### src/rtl/bdd_eval_engine.sv
// BDD evaluation engine: walks a binary decision diagram stored in an external
// synchronous SRAM from a root node under a variable assignment, with a node-load port.
module bdd_eval_engine #(
  parameter int unsigned ADDR_WIDTH = 4,
  parameter int unsigned DATA_WIDTH = 32,
  parameter int unsigned NVARS      = 8
) (
  input  logic                  i_clk,
  input  logic                  i_rst_n,
  input  logic                  i_start,
  input  logic [ADDR_WIDTH-1:0] i_root,
  input  logic [NVARS-1:0]      i_assign,
  input  logic                  i_load_valid,
  input  logic [ADDR_WIDTH-1:0] i_load_addr,
  input  logic [DATA_WIDTH-1:0] i_load_data,
  output logic                  o_load_ready,
  output logic                  o_busy,
  output logic                  o_done,
  output logic                  o_result,
  output logic                  o_error,
  output logic [ADDR_WIDTH:0]   o_steps,
  output logic [ADDR_WIDTH-1:0] o_sram_addr,
  output logic                  o_sram_write,
  output logic [DATA_WIDTH-1:0] o_sram_data,
  input  logic [DATA_WIDTH-1:0] i_sram_data
);

  localparam int unsigned VAR_W  = (NVARS > 1) ? $clog2(NVARS) : 1;
  localparam int unsigned STEP_W = ADDR_WIDTH + 1;
  localparam logic [STEP_W-1:0] STEP_LIMIT = STEP_W'(1) << ADDR_WIDTH;

  typedef enum logic [1:0] {IDLE, ISSUE, WAIT, DONE} state_t;

  state_t                state_q, state_d;
  logic [ADDR_WIDTH-1:0] node_q, node_d;
  logic [NVARS-1:0]      assign_q, assign_d;
  logic [STEP_W-1:0]     steps_q, steps_d;
  logic                  result_q, result_d;
  logic                  error_q, error_d;
  logic                  busy_q, done_q;

  // Node word fields
  logic                  word_term;
  logic                  word_val;
  logic [VAR_W-1:0]      word_var;
  logic [ADDR_WIDTH-1:0] word_hi;
  logic [ADDR_WIDTH-1:0] word_lo;
  logic                  unused_word_bits;

  assign word_term        = i_sram_data[DATA_WIDTH-1];
  assign word_val         = i_sram_data[DATA_WIDTH-2];
  assign word_var         = i_sram_data[2*ADDR_WIDTH +: VAR_W];
  assign word_hi          = i_sram_data[ADDR_WIDTH +: ADDR_WIDTH];
  assign word_lo          = i_sram_data[0 +: ADDR_WIDTH];
  assign unused_word_bits = ^i_sram_data[DATA_WIDTH-3:2*ADDR_WIDTH+VAR_W];

  // A start request always takes priority over a pending load
  logic load_go;
  assign o_load_ready = (state_q == IDLE) && !i_start;
  assign load_go      = i_rst_n && o_load_ready && i_load_valid;

  // SRAM port: loads own it in IDLE, the walker owns it while busy
  always_comb begin
    o_sram_write = 1'b0;
    o_sram_addr  = '0;
    o_sram_data  = '0;
    if (load_go) begin
      o_sram_write = 1'b1;
      o_sram_addr  = i_load_addr;
      o_sram_data  = i_load_data;
    end else if (state_q == ISSUE || state_q == WAIT) begin
      o_sram_addr  = node_q;
    end
  end

  // Next-state and datapath update
  always_comb begin
    state_d  = state_q;
    node_d   = node_q;
    assign_d = assign_q;
    steps_d  = steps_q;
    result_d = result_q;
    error_d  = error_q;
    case (state_q)
      IDLE: begin
        if (i_start) begin
          node_d   = i_root;
          assign_d = i_assign;
          steps_d  = '0;
          result_d = 1'b0;
          error_d  = 1'b0;
          state_d  = ISSUE;
        end
      end
      ISSUE: state_d = WAIT;
      WAIT: begin
        if (word_term) begin
          result_d = word_val;
          state_d  = DONE;
        end else if (steps_q == STEP_LIMIT) begin
          result_d = 1'b0;
          error_d  = 1'b1;
          state_d  = DONE;
        end else begin
          node_d  = assign_q[word_var] ? word_hi : word_lo;
          steps_d = steps_q + STEP_W'(1);
          state_d = ISSUE;
        end
      end
      DONE:    state_d = IDLE;
      default: state_d = IDLE;
    endcase
  end

  always_ff @(posedge i_clk or negedge i_rst_n) begin
    if (!i_rst_n) begin
      state_q  <= IDLE;
      node_q   <= '0;
      assign_q <= '0;
      steps_q  <= '0;
      result_q <= 1'b0;
      error_q  <= 1'b0;
      busy_q   <= 1'b0;
      done_q   <= 1'b0;
    end else begin
      state_q  <= state_d;
      node_q   <= node_d;
      assign_q <= assign_d;
      steps_q  <= steps_d;
      result_q <= result_d;
      error_q  <= error_d;
      busy_q   <= (state_d == ISSUE) || (state_d == WAIT);
      done_q   <= (state_d == DONE);
    end
  end

  assign o_busy   = busy_q;
  assign o_done   = done_q;
  assign o_result = result_q;
  assign o_error  = error_q;
  assign o_steps  = steps_q;

endmodule

### config.mk
export PLATFORM = sky130hd
export DESIGN_NAME = bdd_eval_engine
export DESIGN_NICKNAME = d
export VERILOG_FILES = /design/src/rtl/bdd_eval_engine.sv
export SDC_FILE = /design/constraint.sdc
export NUM_CORES = 1
export LEC_CHECK = 0
export ABC_AREA = 1
export ABC_CLOCK_PERIOD_IN_PS = 4600
export CORE_MARGIN = 5
export CORE_UTILIZATION = 35
export DETAILED_ROUTE_END_ITERATION = 12
export PLACE_DENSITY_LB_ADDON = 0.12
export SYNTH_ARGS = -nofsm -noshare
export SYNTH_HDL_FRONTEND = slang
export SYNTH_SLANG_ARGS = --single-unit
### constraint.sdc
create_clock -name i_clk -period 4.6 [get_ports i_clk]
set_input_delay 1.38 -clock i_clk [delete_from_list [all_inputs] [get_ports i_clk]]
set_output_delay 1.38 -clock i_clk [all_outputs]
set_load 0.05 [all_outputs]
* After elaboration in Yosys (flattened, before gate mapping) *
Cells that the tools add are included.
W data, S select, Z words.

word-level totals
  word-level logic and storage cells = 60
  register bits after elaboration = 23
  input port bits = 84
  output and inout bits = 47

cells by class
  add/sub/neg operators = 1
  reduce and logical (&&, ||, !) cells = 12
  order comparisons = 1
  muxes and demuxes = 26
  equal/unequal tests = 12

operators by type and width
  cell                   count
  $mux W32               1
  $mux W4                6
  $mux W5                3
  $pmux W5 S2            1
  $eq A2 B2 Y1 const B   4
  $pmux W2 S4            1
  $pmux W4 S2            1
  $reduce_and A4 Y1      2
  $mux W1                7
  $mux W2                3
  $ne A2 B2 Y1 const B   3
  $add A5 B1 Y5 const B  1
  $eq A5 B5 Y1 const B   1
  $eq A2 B1 Y1 const B   2
  $lt A3 B4 Y1 const B   1
  $pmux W1 S2            2
  $bmux W1 S3            1
  $logic_and A1 B1 Y1    3
  $ne A3 B2 Y1 const B   1
  $reduce_and A3 Y1      1
  $logic_not A2 Y1       1
  $logic_or A1 B1 Y1     2
  $ne A2 B1 Y1 const B   1
  $reduce_and A2 Y1      1
  other kinds (2)        2

* Depth between registers and ports, before layout *
  word-level depth = 6
  mapped depth = 12
  depth with buffers taken out = 11

* Worst setup path before layout *
Ideal clock, no wire load.

  kind = in2out
  start = input i_start
  end = output o_sram_data[10]
  data required time = 3220 ps
  setup slack = 449 ps
  stages on the path = 6
  data arrival time = 2771 ps
  buffers on the path = 1
  cell sequence = inv_2 -> nand2_2 -> inv_2 -> nand3_2 -> buf_2 -> nor2_1

on the way
  cells in the longest elaborated chain, start to end = 5

RTL lines
  what                              line  source
  start: declaration                10    input logic i_start,
  $logic_not A1 Y1                  59    assign o_load_ready = (state_q == IDLE) && !i_start;
  $logic_and A1 B1 Y1               59
  via o_load_ready                  16    output logic o_load_ready,
  $logic_and A1 B1 Y1 (2 in a row)  60    assign load_go = i_rst_n && o_load_ready && i_load_valid;
  $mux W32                          67    if (load_go) begin
  end: declaration                  24    output logic [DATA_WIDTH-1:0] o_sram_data,

The timed path passes the listed nets, and every way through them passes these cells.

* Worst setup path after layout *
  start = input i_start
  end = output o_sram_addr[2]

on the way
  cells in the longest elaborated chain, start to end = 5

RTL lines
  what                              line  source
  $logic_not A1 Y1                  59
  $logic_and A1 B1 Y1               59
  $logic_and A1 B1 Y1 (2 in a row)  60
  $mux W4                           67
  end: declaration                  22    output logic [ADDR_WIDTH-1:0] o_sram_addr,

Every way passes these cells.

==> flow_summary.ini <==
[clock_network]
hold_buffers = 0
cts_tree = built
post_cts_buffers = 0
cts.path.max_buffers = 2
clk_latency_ns = 0.26
cts_htree_levels = 1
path_clk_slew_ns = 0.08
cts-resized-gates = 0
cts_buffers = 3
numClockSinks = 23
cts_root_buffer = clkbuf_8

[global_route]
grt_overflow = 0
antenna_found_initial = 0
grt_pass1_wl_um = 8490
grt_max_degree = 38
grt_use_total = 0.177
grt_pass1_vias = 1739

[routing]
drc = 0
drtIter0Drc = 45
via_per_inst = 4.51
ant_nets = 0
wl_per_cell_um = 13.4
wl_um = 5400
dr_total_vias = 1819
dr.pass1.iters = 4

[setup_path]
critPathCaptureType = primary output
max_stage_delay_ns = 0.50
cp.required_ns = 3.22
cp_cell_sequence = clkdlybuf4s50_1 -> inv_2 -> nand2_2 -> inv_2 -> nand3_2 -> buf_12 -> inv_2 -> nand2_1 -> nand2_1 -> buf_12
cp_common_cell = inv_2
worstSetupPathType = in -> out
crit_slowest_cell = clkdlybuf4s50_1
critical_path_peak_fanout = 37
crit_arrival_ns = 2.78
start_kind = input port

[sta]
tightestPinTransition_ns = 0.523
fin_crit_sh = 0.905
slew_headroom = 0.650
setup_viol = 0
max_freq_ghz = 0.240
drv_slew = 0
hold_viol = 0
skew_ns = 0.00316
timing.setup.tns_ns = 0
rsz0062_at_grt = false
min_period_ns = 4.16

[synthesis]
netlist_area_sq_mm = 0.00159
synthTopCellsByCount = inv_1 (56), nor2_1 (41), nand2_1 (37)
async_flop_share = 1.00
synth_top_cell_by_area = dfrtp_1
syn_nets = 330
yosys.area_share.adder = 0.0551
synth_top_area_frac = 0.362
muxShareOfSynthArea = 0
synth.most_common_cell = inv_1
avgSynthCellArea_sq_um = 6.65
synth_xor_area_frac = 0.00551
synth-edff-count = 0
ys_warn_count = 0
synth_top_family_by_area = simple AND/OR/NAND/NOR gates
synth_seq_cells = 23
ys_seq_area_frac = 0.362
synth_cells = 239
ys_types = 24
ys_top_cells_by_area = dfrtp_1 (36%), inv_1 (13%), nor2_1 (9.7%)
synth-simple-area-share = 0.316
ys.flop_type = dfrtp_1
synth_compound_area_frac = 0.0890

[run_status]
status = complete, no violations

[floorplanning]
dieArea_sq_mm = 0.00599
io_pins = 131
die_y_um = 77.4
coreArea_sq_mm = 0.00438
placementRows = 24
fp.dieW_um = 77.4
start_util = 0.362

[power_and_ir_drop]
ir_drop_mv = 0.290
pwr-share-seq = 0.237
p_clk_frac = 0.090
p_int_w = 0.000725
pwr-share-comb = 0.673
powerDensity_mw_per_mm2 = 439
p_leak_nw = 1.56
switching_share = 0.480
p_switching_w = 0.000668

[final_layout]
finish.utilization = 0.724
drive_gt1_frac = 0.179
n_antenna_cell = 0
nets = 443
seq_area_sq_um = 576
syn_to_final_growth_pct = 99.8
multi_input_area_sq_um = 739
fillers = 354

[placement]
io_buffer_count = 111
dp_hpwl_um = 4710
place.gp.congestion = 0.826

[hold_path]
min_path_type = reg -> reg

[flow_run]
maxCapViolations = 0
-- layer usage --
layer / wire, um / up-vias / global-route usage
met5: 0 / - / 0
met4: 126 / 0 / 0.0687
met3: 442 / 11 / 0.0451
met2: 2510 / 81 / 0.297
met1: 2320 / 786 / 0.216
li1: - / 941 / -
-- area by class of cell --
class	instances	area share
Clock buffer	4	0.0142
Multi-Input combinational cell	147	0.233
Sequential cell	23	0.181
Timing Repair Buffer	113	0.475
Tap cell	52	0.0205
Inverter	64	0.0765
-- layout by cell type, fill, tap and decap left out, types with 3 or more instances in the layout --
cell type	n
buf_12	38
inv_1	56
nand3_2	3
nor2_2	3
clkdlybuf4s50_1	73
nor2_1	41
dfrtp_1	23
nand3_1	19
o21ai_0	9
nand2_2	4
a21oi_1	9
nand2_1	37
o21ai_1	6
ha_1	7
inv_2	7
clkbuf_8	3
-- state kept, by name (all words and copies together), names as in the netlist --
signal    flops
o_busy        1
o_error       1
state_q       2
assign_q      8
o_done        1
node_q        4
o_steps       5
o_result      1
-- power groups by stage --
stage / logic, W / registers [W] / clock network (W)
2_1_floorplan: 0.000490 / 0.000411 / 0
3_3_place_gp: 0.000931 / 0.000330 / 0
3_5_place_dp: 0.000947 / 0.000333 / 0
4_1_cts: 0.000951 / 0.000330 / 0.000130
5_1_grt: 0.00101 / 0.000342 / 0.000138
6_report: 0.000938 / 0.000330 / 0.000126
-- worst max-delay path: cells and delay by family --
family | cells | cell delay [ns]
simple gates | 4 | 0.34
buf+inv | 6 | 1.05
-- cell families (layout without fill, tap and decap cells) --
kind of cell               count (synthesis)  count (layout)
AOI/OAI and AO/OA                         27              27
buffers and inverters                     69             181
and+or+nand+nor                          112             112
DFF                                       23              23
xor gates and xnor gates                   1               1
adders and majority gates                  7               7
-- through the flow --
step / instance area [sq um] / setup WS, ns / hold WS, ns / instances / total power [W]
3_5_place_dp: 3130 / 0.425 / 0.476 / 399 / 0.00128
4_1_cts: 3170 / 0.425 / 0.495 / 403 / 0.00141
2_1_floorplan: 1590 / 0.449 / 0.470 / 239 / 0.000901
5_1_grt: 3170 / 0.350 / 0.525 / 403 / 0.00149
3_3_place_gp: 3130 / 0.443 / 0.473 / 399 / 0.00126
6_report: 3170 / 0.436 / 0.490 / 403 / 0.00139
-- final timing paths --
kind	start	to	slack [ns]	depth (start not counted)
max reg2reg	state_q[0]	o_busy	2.72	9
max	i_start	o_sram_addr[2]	0.44	10
min reg2reg	o_error	o_error	0.49	2
min	o_error	o_error	0.49	2
min in group asynchronous	i_rst_n	o_steps[2]	1.60	2
max in group asynchronous	i_rst_n	o_result	2.77	2
Power figures use the tool's default switching activity.
